**src/rtl/gate_test_sequencer_if.sv**
```systemverilog
// Handshake and result bundle between the gate test sequencer and its host / datapath.
interface gate_test_sequencer_if;
  logic       start;
  logic       abort;
  logic [1:0] led;
  logic [3:0] sw;
  logic       busy;
  logic       done;
  logic       pass;
  logic [4:0] err_cnt;
  logic       err_valid;
  logic [3:0] first_err_vec;
  logic [1:0] first_err_led;

  modport master (
    output start, abort, led,
    input  sw, busy, done, pass, err_cnt, err_valid, first_err_vec, first_err_led
  );

  modport slave (
    input  start, abort, led,
    output sw, busy, done, pass, err_cnt, err_valid, first_err_vec, first_err_led
  );
endinterface

```
**src/rtl/gate_test_sequencer.sv**
```systemverilog
// Self-test sequencer: sweeps sw 0..15, settles, checks led against EXP_TABLE.
// Optional macro SEQ_STOP_ON_ERR_EN ends the run at the first mismatch.
module gate_test_sequencer #(
  parameter int          SETTLE_CYCLES = 4,
  parameter logic [31:0] EXP_TABLE     = 32'h0000_0000
) (
  input  logic                  clk,
  input  logic                  rst_n,
  gate_test_sequencer_if.slave  bus
);

  // state  | meaning
  // IDLE   | waiting for start, sw forced to 0
  // APPLY  | drive current vector, load settle timer
  // SETTLE | timer counts down to 0
  // CHECK  | compare led with expected entry, advance or finish
  // DONE   | results held until next start or abort
  typedef enum logic [2:0] {
    IDLE   = 3'd0,
    APPLY  = 3'd1,
    SETTLE = 3'd2,
    CHECK  = 3'd3,
    DONE   = 3'd4
  } state_t;

  state_t     state;
  logic [3:0] vec;
  logic [7:0] settle_cnt;
  logic [3:0] sw_q;
  logic       busy_q;
  logic       done_q;
  logic       pass_q;
  logic [4:0] err_cnt_q;
  logic       err_valid_q;
  logic [3:0] first_err_vec_q;
  logic [1:0] first_err_led_q;

  logic [1:0] exp_led;
  logic       mismatch;
  logic [4:0] err_cnt_nxt;
  logic       last_vec;

  assign exp_led     = EXP_TABLE[{vec, 1'b0} +: 2];
  assign mismatch    = (bus.led != exp_led);
  assign err_cnt_nxt = err_cnt_q + {4'd0, mismatch};

`ifdef SEQ_STOP_ON_ERR_EN
  assign last_vec = (vec == 4'd15) || mismatch;
`else
  assign last_vec = (vec == 4'd15);
`endif

  always_ff @(posedge clk or negedge rst_n) begin
    if (!rst_n) begin
      state           <= IDLE;
      vec             <= 4'd0;
      settle_cnt      <= 8'd0;
      sw_q            <= 4'd0;
      busy_q          <= 1'b0;
      done_q          <= 1'b0;
      pass_q          <= 1'b0;
      err_cnt_q       <= 5'd0;
      err_valid_q     <= 1'b0;
      first_err_vec_q <= 4'd0;
      first_err_led_q <= 2'd0;
    end else if (bus.abort) begin
      // abort beats start everywhere; partial error results stay visible
      state  <= IDLE;
      sw_q   <= 4'd0;
      busy_q <= 1'b0;
      done_q <= 1'b0;
      pass_q <= 1'b0;
    end else begin
      case (state)
        IDLE, DONE: begin
          if (bus.start) begin
            state           <= APPLY;
            vec             <= 4'd0;
            busy_q          <= 1'b1;
            done_q          <= 1'b0;
            pass_q          <= 1'b0;
            err_cnt_q       <= 5'd0;
            err_valid_q     <= 1'b0;
            first_err_vec_q <= 4'd0;
            first_err_led_q <= 2'd0;
          end
        end
        APPLY: begin
          sw_q       <= vec;
          settle_cnt <= 8'(SETTLE_CYCLES - 1);
          state      <= SETTLE;
        end
        SETTLE: begin
          if (settle_cnt == 8'd0) begin
            state <= CHECK;
          end else begin
            settle_cnt <= settle_cnt - 8'd1;
          end
        end
        CHECK: begin
          err_cnt_q <= err_cnt_nxt;
          if (mismatch && !err_valid_q) begin
            first_err_vec_q <= vec;
            first_err_led_q <= bus.led;
            err_valid_q     <= 1'b1;
          end
          if (last_vec) begin
            state  <= DONE;
            busy_q <= 1'b0;
            done_q <= 1'b1;
            pass_q <= (err_cnt_nxt == 5'd0);
          end else begin
            vec   <= vec + 4'd1;
            state <= APPLY;
          end
        end
        default: begin
          state  <= IDLE;
          sw_q   <= 4'd0;
          busy_q <= 1'b0;
          done_q <= 1'b0;
          pass_q <= 1'b0;
        end
      endcase
    end
  end

  assign bus.sw            = sw_q;
  assign bus.busy          = busy_q;
  assign bus.done          = done_q;
  assign bus.pass          = pass_q;
  assign bus.err_cnt       = err_cnt_q;
  assign bus.err_valid     = err_valid_q;
  assign bus.first_err_vec = first_err_vec_q;
  assign bus.first_err_led = first_err_led_q;

endmodule

```
**src/flat_wrapper.sv**
```systemverilog
// flat-port wrapper written by rule: the top's interface ports become plain ports
module gate_test_sequencer_flat 
#(
  parameter int          SETTLE_CYCLES = 4,
  parameter logic [31:0] EXP_TABLE     = 32'h0000_0000
)
  (clk, rst_n, bus_start, bus_abort, bus_led, bus_sw, bus_busy, bus_done, bus_pass, bus_err_cnt, bus_err_valid, bus_first_err_vec, bus_first_err_led);
  gate_test_sequencer_if bus_i ();
  input  logic clk;
  input  logic rst_n;
  input wire logic [$bits(bus_i.start)-1:0] bus_start;
  input wire logic [$bits(bus_i.abort)-1:0] bus_abort;
  input wire logic [$bits(bus_i.led)-1:0] bus_led;
  output wire logic [$bits(bus_i.sw)-1:0] bus_sw;
  output wire logic [$bits(bus_i.busy)-1:0] bus_busy;
  output wire logic [$bits(bus_i.done)-1:0] bus_done;
  output wire logic [$bits(bus_i.pass)-1:0] bus_pass;
  output wire logic [$bits(bus_i.err_cnt)-1:0] bus_err_cnt;
  output wire logic [$bits(bus_i.err_valid)-1:0] bus_err_valid;
  output wire logic [$bits(bus_i.first_err_vec)-1:0] bus_first_err_vec;
  output wire logic [$bits(bus_i.first_err_led)-1:0] bus_first_err_led;
  assign bus_i.start = bus_start;
  assign bus_i.abort = bus_abort;
  assign bus_i.led = bus_led;
  assign bus_sw = bus_i.sw;
  assign bus_busy = bus_i.busy;
  assign bus_done = bus_i.done;
  assign bus_pass = bus_i.pass;
  assign bus_err_cnt = bus_i.err_cnt;
  assign bus_err_valid = bus_i.err_valid;
  assign bus_first_err_vec = bus_i.first_err_vec;
  assign bus_first_err_led = bus_i.first_err_led;
  gate_test_sequencer #(.SETTLE_CYCLES(SETTLE_CYCLES), .EXP_TABLE(EXP_TABLE)) u_core (.clk(clk), .rst_n(rst_n), .bus(bus_i));
endmodule
```
**config.mk**
```make
export PLATFORM = sky130hd
export DESIGN_NAME = gate_test_sequencer_flat
export DESIGN_NICKNAME = d
export VERILOG_FILES = /design/src/rtl/gate_test_sequencer_if.sv /design/src/rtl/gate_test_sequencer.sv /design/src/flat_wrapper.sv
export SDC_FILE = /design/constraint.sdc
export NUM_CORES = 1
export LEC_CHECK = 0
export CAP_MARGIN = 20
export CORE_UTILIZATION = 48
export CTS_CLUSTER_DIAMETER = 60
export DETAILED_ROUTE_END_ITERATION = 7
export GPL_TIMING_DRIVEN = 1
export PLACE_DENSITY = 0.8
export SKIP_LAST_GASP = 1
export SYNTH_ARGS = -nofsm -noshare
export SYNTH_HDL_FRONTEND = slang
export SYNTH_SLANG_ARGS = --single-unit
```
**constraint.sdc**
```tcl
create_clock -name clk -period 1.7 [get_ports clk]
set_input_delay 0.255 -clock clk [delete_from_list [all_inputs] [get_ports clk]]
set_output_delay 0.255 -clock clk [all_outputs]
set_load 0.02 [all_outputs]
```
==> run metrics <==
number of global-route vias before repair 1,538; number of buffers created by CTS 5; EDFF count, synth 0; Via density 5.81; Die H approximately 62 um; Static Leak 1.17 nW; H-tree lvl count 2; maximum vdd drop between 500 and 600 uV; total congestion overflow 0; top-area cell type share of the netlist area 0.497; initial antenna violation count 0; outcome finished, violations left; hold crit path type input pin to asynchronous set/reset pin; layout cells sized above 1 0.316; full die area about 3800 um2; worst path bufs/invs 0; Residual DRC 0; CP peak stage delay 550 ps; number of DRC markers in iteration 0 75; delay-heaviest family, CP simple AND/OR/NAND/NOR gates; antenna-violating nets left 0; Pwr Density about 1100 nW/um2; clk buf depth 2; TritonCTS clock tree built; # rows 21; final net count between 200 and 250; Crit Path Max Fanout 3; Worst slew margin 0.655; Synth warnings 0; number of I/O pins 25; failing checks negative setup slack; asr flop ratio synth 1.00; number of port buffers 24; Clock Latency Late Sink ~350 ps; Worst path slowest cell or4_4; Post-Place Worst Slack -439 ps; Setup Viol. Count Final 8; Area contributors post-synth dfrtp_1 (50%), ha_1 (3.7%), a22o_1 (3.1%), nand3_1 (2.9%), a21oi_1 (2.6%); dpl cells between 200 and 300; gr usage total 0.246; Critical Path Sink Type flop; Layout Area Growth over Synthesis 43.1%; fin. max-slew vios 0; largest net degree at the start of global routing 35; Final Hold Vio Count 0; final period utilization 1.05; data required time at the worst endpoint between 1500 and 2000 ps; DR vias about 1,600; final std cells w/o fill around 280; Top FF cell, synth dfrtp_1; Mapped Area roughly 1700 um2; post-synth cell types 39; minimum clock period after layout about 1800 ps; First-pass DRT Iterations 5; FILL cells around 230; fmax ~560 MHz; RSZ-0062 raised after global routing true; syn_area_per_cell approximately 10 um2; WL final 4.42 mm; worst setup margin -84.7 ps; ant diodes 0; die width slightly above 60 um; top cells by count, synth dfrtp_1 (34), nor2_1 (12), nand2_1 (11); Crit Path Category flop to flop; cell count after synthesis approximately 170; Worst Setup Start Kind flop; count leader, synth dfrtp_1; Detailed Place HPWL just over 3 mm; GPL Wtd Cong a little over 0.8; clock slew at reported path FFs ~110 ps; core area about 3400 um2; Synth area leader dfrtp_1; #FFs+latches synth 34; Max-Cap Viols 0; Cell Chain, Critical Path or4_4 -> o21bai_4 -> or4_1 -> a21oi_1; first-pass GRT wire length between 6 and 7 mm; starting density of the core 0.505; Avg WL per Cell 15.6 um; clock sink count 34; arrival time worst endpoint 2050 ps; Worst-Margin Slew a little over 500 ps; post-synthesis sequential area ratio 0.497; CTS root buffer clkbuf_4; Post-Syn Nets 180; Worst Clk Skew about 21 ps
stage by stage:
step           hold slack [ps]   util  power [mW]  setup TNS [ps]  area [um2]
6_report                   301  0.723        2.79            -491        2450
3_5_place_dp               474  0.668        2.14           -3360        2260
5_1_grt                    342  0.723        2.94            -859        2450
3_3_place_gp               460  0.668        2.09           -2230        2260
2_1_floorplan            -40.6      -        1.60               0        1720
4_1_cts                    308  0.704        2.66           -37.3        2390
final timing paths:
path	to	slack (ps)	start	cells after the start
hold / removal	u_core.bus.done	300	rst_n	2
setup reg to reg	u_core.settle_cnt[6]	-80	u_core.settle_cnt[5]	4
min in group clk	u_core.bus.busy	490	u_core.bus.busy	1
max in group asynchronous	u_core.state[1]	1060	rst_n	2
setup / recovery	u_core.settle_cnt[6]	-80	u_core.settle_cnt[5]	4
hold reg to reg	u_core.bus.busy	490	u_core.bus.busy	1
placed cells by master, fill, tap and decap left out, types with 5 or more instances in the layout:
master / instances
a21oi_1: 7
a22o_1: 6
buf_4: 40
clkbuf_4: 5
clkdlybuf4s50_1: 20
dfrtp_1: 32
nand2_1: 11
nand3_1: 10
nor2_1: 11
o21ai_0: 7
xor2_1: 5
kinds of logic (layout without fill, tap and decap cells):
| group | after synthesis | count (layout) | synth area share |
|---|---|---|---|
| AND/OR/NAND/NOR | 67 | 67 | 0.220 |
| AO/OA/AOI/OAI | 45 | 45 | 0.188 |
| flip-flops | 34 | 34 | 0.497 |
| buffers and inverters | 12 | 80 | 0.0285 |
| XOR/XNOR | 6 | 6 | 0.0307 |
| adder cells (fa/ha/maj) | 5 | 5 | 0.0365 |
per-layer routing:
metal / part of all wire / track usage / wire length (um) / vias up
li1: - / - / - / 761
met1: 0.41 / 0.288 / 1810 / 815
met2: 0.52 / 0.438 / 2310 / 55
met3: 0.045 / 0.0580 / 199 / 14
met4: 0.024 / 0.0952 / 108 / 0
met5: 0 / 0 / 0 / -
state kept, by name, indices dropped and copies added (netlist names):
register,flops
u_core.settle_cnt,8
u_core.bus.done,1
u_core.state,3
u_core.bus.sw,4
u_core.bus.pass,1
u_core.bus.first_err_vec,4
u_core.bus.err_cnt,5
u_core.vec,4
u_core.bus.first_err_led,2
u_core.bus.err_valid,1
u_core.bus.busy,1
layout make-up:
cell class,count,area [um2],area share
Timing Repair Buffer,68,588,0.240
Clock inverter,2,10.0,0.00408
Sequential cell,34,853,0.348
Inverter,5,18.8,0.00766
Tap cell,46,57.6,0.0235
Clock buffer,5,37.5,0.0153
Multi-Input combinational cell,123,886,0.361
power by group:
group,leakage (nW),switching (mW),internal [mW]
combinational,0.678,0.619,0.697
clock,0.0308,0.266,0.148
sequential,0.460,0.121,0.940
repair_timing:
item	4_1_cts	5_1_grt
gates cloned	0	0
hold buffers	0	0
endpoints found under the setup margin	11	20
setup buffers	5	2
endpoints found under the hold margin	0	0
gates resized for setup	13	16
pin swaps	11	7
(Power assumes the default switching activity.)
